### config.mk
export PLATFORM = sky130hd
export DESIGN_NAME = cart_route_scheduler
export DESIGN_NICKNAME = d
export VERILOG_FILES = /design/src/rtl/cart_route_scheduler.sv
export SDC_FILE = /design/constraint.sdc
export NUM_CORES = 1
export LEC_CHECK = 0
export ABC_AREA = 1
export CORE_MARGIN = 3
export CORE_UTILIZATION = 55
export DETAILED_ROUTE_END_ITERATION = 16
export PLACE_DENSITY = 0.74
export SLEW_MARGIN = 20
export SYNTH_ARGS = -nofsm -noshare
export SYNTH_HDL_FRONTEND = slang
export SYNTH_SLANG_ARGS = --single-unit
### constraint.sdc
create_clock -name CLK -period 2.9 [get_ports CLK]
set_input_delay 0.725 -clock CLK [delete_from_list [all_inputs] [get_ports CLK]]
set_output_delay 0.725 -clock CLK [all_outputs]
set_load 0.01 [all_outputs]
### src/rtl/cart_route_scheduler.sv
`default_nettype none
// ============================================================================
// Module      : cart_route_scheduler
// Description : Queues cart target positions and paces single-step moves,
//               dwells at each target, and drives the two-LED position display.
// Revision    : 1.0 - initial release
// ============================================================================
module cart_route_scheduler #(
    parameter int TICK_DIV = 4,
    parameter int DWELL    = 8,
    parameter int QDEPTH   = 4
) (
    input  logic       CLK,
    input  logic       RESET,
    input  logic [2:0] TGT,
    input  logic       TGT_VALID,
    output logic       TGT_READY,
    input  logic       HOLD,
    output logic       STEP_R,
    output logic       STEP_L,
    output logic [2:0] IDX,
    output logic [7:0] POS,
    output logic       ARRIVED,
    output logic       BUSY,
    output logic       ERR
);

    localparam int c_TW = (TICK_DIV > 1) ? $clog2(TICK_DIV) : 1;
    localparam int c_DW = (DWELL > 1) ? $clog2(DWELL) : 1;
    localparam int c_AW = (QDEPTH > 1) ? $clog2(QDEPTH) : 1;

    localparam logic [c_TW-1:0] c_TICK_LAST  = c_TW'(TICK_DIV - 1);
    localparam logic [c_DW-1:0] c_DWELL_LAST = c_DW'(DWELL - 1);
    localparam logic [c_AW-1:0] c_PTR_LAST   = c_AW'(QDEPTH - 1);
    localparam logic [c_AW:0]   c_QFULL      = (c_AW + 1)'(QDEPTH);
    localparam logic [2:0]      c_TGT_MAX    = 3'd6;
    localparam logic [7:0]      c_POS_HOME   = 8'hC0;

    typedef enum logic [1:0] {
        S_IDLE  = 2'd0,
        S_LOAD  = 2'd1,
        S_MOVE  = 2'd2,
        S_DWELL = 2'd3
    } state_t;

    state_t          r_state;
    logic [2:0]      r_mem [QDEPTH];
    logic [c_AW-1:0] r_wr_ptr;
    logic [c_AW-1:0] r_rd_ptr;
    logic [c_AW:0]   r_count;
    logic [2:0]      r_target;
    logic [2:0]      r_idx;
    logic [7:0]      r_pos;
    logic [c_TW-1:0] r_tick_cnt;
    logic [c_DW-1:0] r_dwell_cnt;
    logic            r_step_r;
    logic            r_step_l;
    logic            r_arrived;
    logic            r_err;

    logic            w_full;
    logic            w_empty;
    logic            w_xfer;
    logic            w_push;
    logic            w_bad;
    logic            w_pop;
    logic            w_step_right;
    logic [2:0]      w_next_idx;

    assign w_full       = (r_count == c_QFULL);
    assign w_empty      = (r_count == '0);
    assign w_xfer       = TGT_VALID && !w_full;
    // An out-of-range index is consumed on the handshake but never queued.
    assign w_push       = w_xfer && (TGT <= c_TGT_MAX);
    assign w_bad        = w_xfer && (TGT > c_TGT_MAX);
    assign w_pop        = (r_state == S_IDLE) && !w_empty;
    assign w_step_right = (r_target > r_idx);
    assign w_next_idx   = w_step_right ? (r_idx + 3'd1) : (r_idx - 3'd1);

    assign TGT_READY = !w_full;
    assign BUSY      = (r_state != S_IDLE) || !w_empty;
    assign STEP_R    = r_step_r;
    assign STEP_L    = r_step_l;
    assign IDX       = r_idx;
    assign POS       = r_pos;
    assign ARRIVED   = r_arrived;
    assign ERR       = r_err;

    always_ff @(posedge CLK) begin
        if (w_push) begin
            r_mem[r_wr_ptr] <= TGT;
        end
    end

    always_ff @(posedge CLK) begin
        if (RESET) begin
            r_wr_ptr <= '0;
            r_rd_ptr <= '0;
            r_count  <= '0;
        end else begin
            if (w_push) begin
                r_wr_ptr <= (r_wr_ptr == c_PTR_LAST) ? '0 : r_wr_ptr + 1'b1;
            end
            if (w_pop) begin
                r_rd_ptr <= (r_rd_ptr == c_PTR_LAST) ? '0 : r_rd_ptr + 1'b1;
            end
            case ({w_push, w_pop})
                2'b10:   r_count <= r_count + 1'b1;
                2'b01:   r_count <= r_count - 1'b1;
                default: r_count <= r_count;
            endcase
        end
    end

    always_ff @(posedge CLK) begin
        if (RESET) begin
            r_state     <= S_IDLE;
            r_target    <= '0;
            r_idx       <= '0;
            r_pos       <= c_POS_HOME;
            r_tick_cnt  <= '0;
            r_dwell_cnt <= '0;
            r_step_r    <= 1'b0;
            r_step_l    <= 1'b0;
            r_arrived   <= 1'b0;
            r_err       <= 1'b0;
        end else begin
            r_step_r  <= 1'b0;
            r_step_l  <= 1'b0;
            r_arrived <= 1'b0;
            if (w_bad) begin
                r_err <= 1'b1;
            end
            case (r_state)
                S_IDLE: begin
                    if (!w_empty) begin
                        r_target <= r_mem[r_rd_ptr];
                        r_state  <= S_LOAD;
                    end
                end
                S_LOAD: begin
                    if (r_target == r_idx) begin
                        r_arrived   <= 1'b1;
                        r_dwell_cnt <= '0;
                        r_state     <= S_DWELL;
                    end else begin
                        r_tick_cnt <= '0;
                        r_state    <= S_MOVE;
                    end
                end
                S_MOVE: begin
                    if (!HOLD) begin
                        if (r_tick_cnt == c_TICK_LAST) begin
                            r_tick_cnt <= '0;
                            r_idx      <= w_next_idx;
                            r_pos      <= c_POS_HOME >> w_next_idx;
                            r_step_r   <= w_step_right;
                            r_step_l   <= !w_step_right;
                            if (w_next_idx == r_target) begin
                                r_arrived   <= 1'b1;
                                r_dwell_cnt <= '0;
                                r_state     <= S_DWELL;
                            end
                        end else begin
                            r_tick_cnt <= r_tick_cnt + 1'b1;
                        end
                    end
                end
                S_DWELL: begin
                    if (!HOLD) begin
                        if (r_dwell_cnt == c_DWELL_LAST) begin
                            r_state <= S_IDLE;
                        end else begin
                            r_dwell_cnt <= r_dwell_cnt + 1'b1;
                        end
                    end
                end
                default: r_state <= S_IDLE;
            endcase
        end
    end

endmodule
`default_nettype wire

## Word level (Yosys, flattened, before mapping)

Memory sizes are Yosys's and may differ from the RTL's. A register that Yosys moved wholly into a read port is not among the register bits.
Cells that the tools add are included.

| word-level totals | value |
|---|---|
| bits in registers | 29 |
| latch bits | 0 |
| bits in writable memories | 12 |
| memory bits (read-only) | 0 |
| input port bits | 7 |
| output and inout port bits | 17 |
| word-level logic and storage cells | 100 |
| memories | 1 |

| operators by class | value |
|---|---|
| add/sub/neg operators | 8 |
| multipliers | 0 |
| div/mod/pow operators | 0 |
| magnitude comparators | 3 |
| equal/unequal tests | 21 |
| shift operators | 1 |
| multiplexer cells | 30 |
| bitwise gates (word level) | 4 |
| reduce and logical (&&, ||, !) cells | 20 |

Memory list:

| name | depth | bits a word | read ports | clocked after Yosys merged registers in | wr ports | RTL line | RTL |
|---|---|---|---|---|---|---|---|
| r_mem | 4 | 3 | 1 | 1 | 1 | 47 | `logic [2:0] r_mem [QDEPTH];` |

Operators with widths:

| kind | number |
|---|---|
| 2-to-1 mux 2 bit | 11 |
| 2-to-1 mux 3 bit | 7 |
| inequality test 2 bit, second input constant | 9 |
| equality test 2 bit, second input constant | 6 |
| adder 3 x 1 -> 3 bit, second input constant | 3 |
| case mux 3 bit (3 select lines) | 1 |
| case mux 2 bit (4 select lines) | 1 |
| >> shifter 8 x 3 -> 8 bit, first input constant | 1 |
| 2-to-1 mux 1 bit | 7 |
| AND reduction 7 bit | 1 |
| adder 2 x 1 -> 2 bit, second input constant | 3 |
| equality test 3 bit | 2 |
| equality test 3 bit, second input constant | 2 |
| case mux 3 bit (2 select lines) | 1 |
| AND reduction 3 bit | 2 |
| AND reduction 6 bit | 1 |
| nonzero test 2 bit | 3 |
| subtractor 3 x 1 -> 3 bit, second input constant | 2 |
| equality test 2 x 1 -> 1 bit, second input constant | 2 |
| logical AND 1 bit | 4 |
| inverter 1 bit | 4 |
| case mux 2 bit (2 select lines) | 1 |
| OR reduction 4 bit | 1 |
| greater-than comparator 3 bit | 1 |
| other kinds (9) | 11 |

## Logic depth before layout (Yosys ltp)

Gate-level depths: netlist of run 1.

| depth | value |
|---|---|
| depth in word-level cells | 7 |
| mapped depth | 19 |

## Worst setup path before layout of run 1

OpenSTA, ideal clock, no wires.

| path | value |
|---|---|
| path type | register to register |
| start | register r_idx[2], in the netlist IDX[2] |
| end | register r_state[0] |
| setup time | 0.113 ns |
| data arrival time | 2.382 ns |
| data required time | 2.787 ns |
| slack | 0.405 ns |
| stages on the path, launching flop included | 18 |
| path through | dfxtp_1 -> inv_1 -> ha_1 -> a21oi_1 -> nand2_1 -> nand2_2 -> inv_1 -> fa_1 -> xnor2_1 -> nand3_1 -> nand2_2 -> nand2_1 -> nand3_1 -> nand2_1 -> nand2_1 -> nand2_1 -> nand2_1 -> nor2_1 |

| between the ends | value |
|---|---|
| word-level cells in the longest chain between the ends | 5 |
| elaborated cells on any way between the ends | 10 |
| those cells by class | 2 x add/sub; 1 x order compare; 3 x eq/ne; 3 x mux; 1 x reduce/logical |

RTL lines:

| what | RTL line | RTL |
|---|---|---|
| start: declaration | 52 | `logic [2:0] r_idx;` |
| start signal: assignment | 155 | `r_idx <= w_next_idx;` |
| greater-than comparator 3 bit | 77 | `assign w_step_right = (r_target > r_idx);` |
| via w_step_right | 67 | `logic w_step_right;` |
| 2-to-1 mux 3 bit | 78 | `assign w_next_idx = w_step_right ? (r_idx + 3'd1) : (r_idx - 3'd1);` |
| equality test 3 bit | 159 | `if (w_next_idx == r_target) begin` |
| inequality test 2 bit (no source line) | n/a |  |
| AND reduction 6 bit (no source line) | n/a |  |
| end signal: assignment | 162 | `r_state <= S_DWELL;` |
| end signal: assignment | 172 | `r_state <= S_IDLE;` |
| end signal: assignment | 178 | `default: r_state <= S_IDLE;` |
| end: declaration | 46 | `state_t r_state;` |

The timed path passes the listed nets, and every way through them passes these cells.
A chain may end at the register's enable or synchronous reset.

## Final worst setup path of run 1

| path | value |
|---|---|
| start | register r_idx[1], in the netlist IDX[1] |
| end | register r_state[1] |

Same word-level chain as after synthesis.

==> results of run 1 <==
==> through the flow <==
stage               hold WS (ns)  setup TNS (ns)  cell area (µm²)
floorplan                 0.4483               0             2178
global placement          0.4542               0             2499
detailed placement        0.4536               0             2499
CTS                       0.4735               0             2631
global route              0.4967        -0.01037             2641
finish                    0.4731               0             2641
==> layout make-up <==
type	count	area (µm²)	share of cell area (%)
Clock buffer	6	72.57	2.748
Clock inverter	2	60.06	2.274
Inverter	37	141.4	5.353
Multi-Input combinational cell	174	1031	39.03
Sequential cell	44	1001	37.90
Tap cell	48	60.06	2.274
Timing Repair Buffer	29	275.3	10.42
==> report_power, final <==
part           switching, W  leakage (nW)  total (W)  internal [W]
Combinational      0.000652         0.670    0.00106      0.000404
Clock              0.000199        0.0654   0.000543      0.000344
Sequential        0.0000883         0.371   0.000840      0.000752
==> tightest hold or removal path, stage by stage, from the launching register on <==
cell and delay (ns):
dfxtp_1 0.31, nand2_1 0.06, a21oi_1 0.06
==> synthesized netlist by cell type, types with 2 or more instances <==
library cell / count / area, µm²
a211oi_1: 2 / 15.01
a21oi_1: 19 / 95.09
a31oi_1: 4 / 25.02
clkbuf_1: 3 / 11.26
dfxtp_1: 32 / 640.6
edfxtp_1: 12 / 360.4
fa_1: 2 / 40.04
ha_1: 20 / 250.2
inv_1: 33 / 123.9
inv_2: 3 / 11.26
nand2_1: 38 / 142.6
nand2_2: 2 / 12.51
nand3_1: 13 / 65.06
nor2_1: 35 / 131.4
nor3_1: 2 / 10.01
o21ai_0: 25 / 125.1
xnor2_1: 3 / 26.28
==> state kept, by name, summed over array words and instances (netlist names) <==
name	flops
r_mem	12
r_state	2
STEP_R	1
POS	8
STEP_L	1
ERR	1
r_dwell_cnt	3
r_count	3
IDX	3
ARRIVED	1
r_tick_cnt	2
r_target	3
r_rd_ptr	2
r_wr_ptr	2
==> cell families after synthesis <==
group / share of synthesized area (%)
adders and majority gates: 13.33
xor gates and xnor gates: 1.206
AOI/OAI and AO/OA: 13.90
buffers and inverters: 7.180
and+or+nand+nor: 18.44
DFF: 45.95
==> path summary, 6_finish.rpt <==
path / start / end / slack [ns] / cells after the start
hold reg to reg: r_tick_cnt[1] / r_tick_cnt[1] / 0.47 / 2
setup / recovery: IDX[1] / r_state[1] / 0.30 / 17
setup reg to reg: IDX[1] / r_state[1] / 0.30 / 17
hold / removal: r_tick_cnt[1] / r_tick_cnt[1] / 0.47 / 2
==> placed cells by master, fill, tap and decap left out, drive strengths merged, types with 2 or more instances in the layout <==
cell and count:
xnor2 3, dfxtp 32, edfxtp 12, nor2 36
nor3 3, fa 2, clkbuf 6, a21oi 20
nand3 13, a31oi 4, inv 37, o21ai 25
nand2 40, buf 6, clkdlybuf4s50 23, bufinv 2
a211oi 2, ha 20
==> layer usage <==
layer	wire, µm	GRT usage, %	share of wire, %
met5	0	0	0
met2	1978	33.33	48
met3	162	3.890	3.9
met4	75	8.273	1.8
met1	1948	25.20	47
==> metrics.cfg, run 1 <==
[floorplan]
dieArea_um2 = 4752
die_y_um = 68.94
num_rows = 22
initial_core_util_pct = 58.19
coreArea_um2 = 3744
die_w_um = 68.94
io_pins = 24

[logic_synthesis]
syn_area_um2 = 2178
synth-warning-count = 0
syn_nets = 288
syn_inst = 259
synth-seq-cells = 44
synth-seq-area-share_pct = 45.95
async_flop_share_pct = 0
synth_top_flop_cell = dfxtp_1
syn_avg_cell_area_um2 = 8.411
synth_edf_count = 12
ys_types = 28

[placement]
hpwl_um = 3165
port-buffer-count = 23
place.gp.congestion = 0.8227
pre_cts_ws_ns = 0.09463
dp.cells = 332

[cells_and_area]
fill_cells = 333
syn_to_final_growth_pct = 21.25
stdcell_count = 340
final_nets = 320
antennaDiodeCount = 0
fin_util_pct = 70.55
drive_above_1_share_pct = 8.219

[routing]
post_drt_via_cell_ratio = 5.156
wl_um = 4164
vias = 1753
ant_nets = 0
drt_drc_violations_left = 0
post_drt_wl_per_cell_um = 12.25
first_pass_iters = 4
drt_iter0_drc = 83

[flow_run]
max-cap-violations = 0

[sta]
fin_crit_ns = 2.603
setup_violations = 0
hold_viol = 0
worst_pin_slew_ns = 0.6123
fmax_mhz = 384.2
clock_skew_ns = 0.007075
max_slew_margin_pct = 59.13
setup_slack_ns = 0.2972
period_share_pct = 89.75
finalMaxSlewViolations = 0

[worst_setup_path]
critPathMaxFanout = 6
worstPathCellList = inv_1 > ha_1 > nand3_1 > nand2_2 > inv_1 > fa_1 > xnor2_2 > inv_1 > nand2_1 > nand2_2 > nand2_1 > nand3_1 > nand2_2 > nand2_1 > nand2_1 > nand2_1 > nor2_1
critPathArrivalTime_ns = 2.83
cp.required_ns = 3.13
cp_common_cell = nand2_1
critPathLaunchType = flop
cpPeakStageDelay_ns = 0.40
crit_family = simple AND/OR/NAND/NOR gates
end_kind = flop
slowest_stage = fa_1
worst-path-buf-inv = 3
criticalPathCategory = reg2reg

[run_status]
status = completed

[clock_tree]
cts-buffers-inserted = 5
cts-root-buf = clkbuf_8
clock_sinks = 44
h-tree-depth = 2
post-cts-setup-buffers = 0
ctsLongestPathBuffers = 2
clock_latency_ns = 0.29
ctsHoldBuffers = 0
cts-resized-gates = 0
cts_tree = built
clkTransAtPathRegs_ns = 0.08

[pwr]
powerDensity_nw_per_um2 = 923.7
design_power_total_w = 0.002440
leakage_nw = 1.106
ir_drop_mv = 0.5874

[min_path]
hp-class = reg2reg

[grt]
grt_pass1_wl_um = 7017
grt_pass1_vias = 1664
antenna_found_initial = 0
grt_max_degree = 21
track_usage_pct = 19.98
grt_remaining_overflow = 0

Power figures use the tool's default switching activity.
==> run 2: changes to the inputs <==
- GPL_ROUTABILITY_DRIVEN: not set -> 0
==> results of run 2 <==
Same layout as run 1: the final DEF is identical, and so are final timing and power.
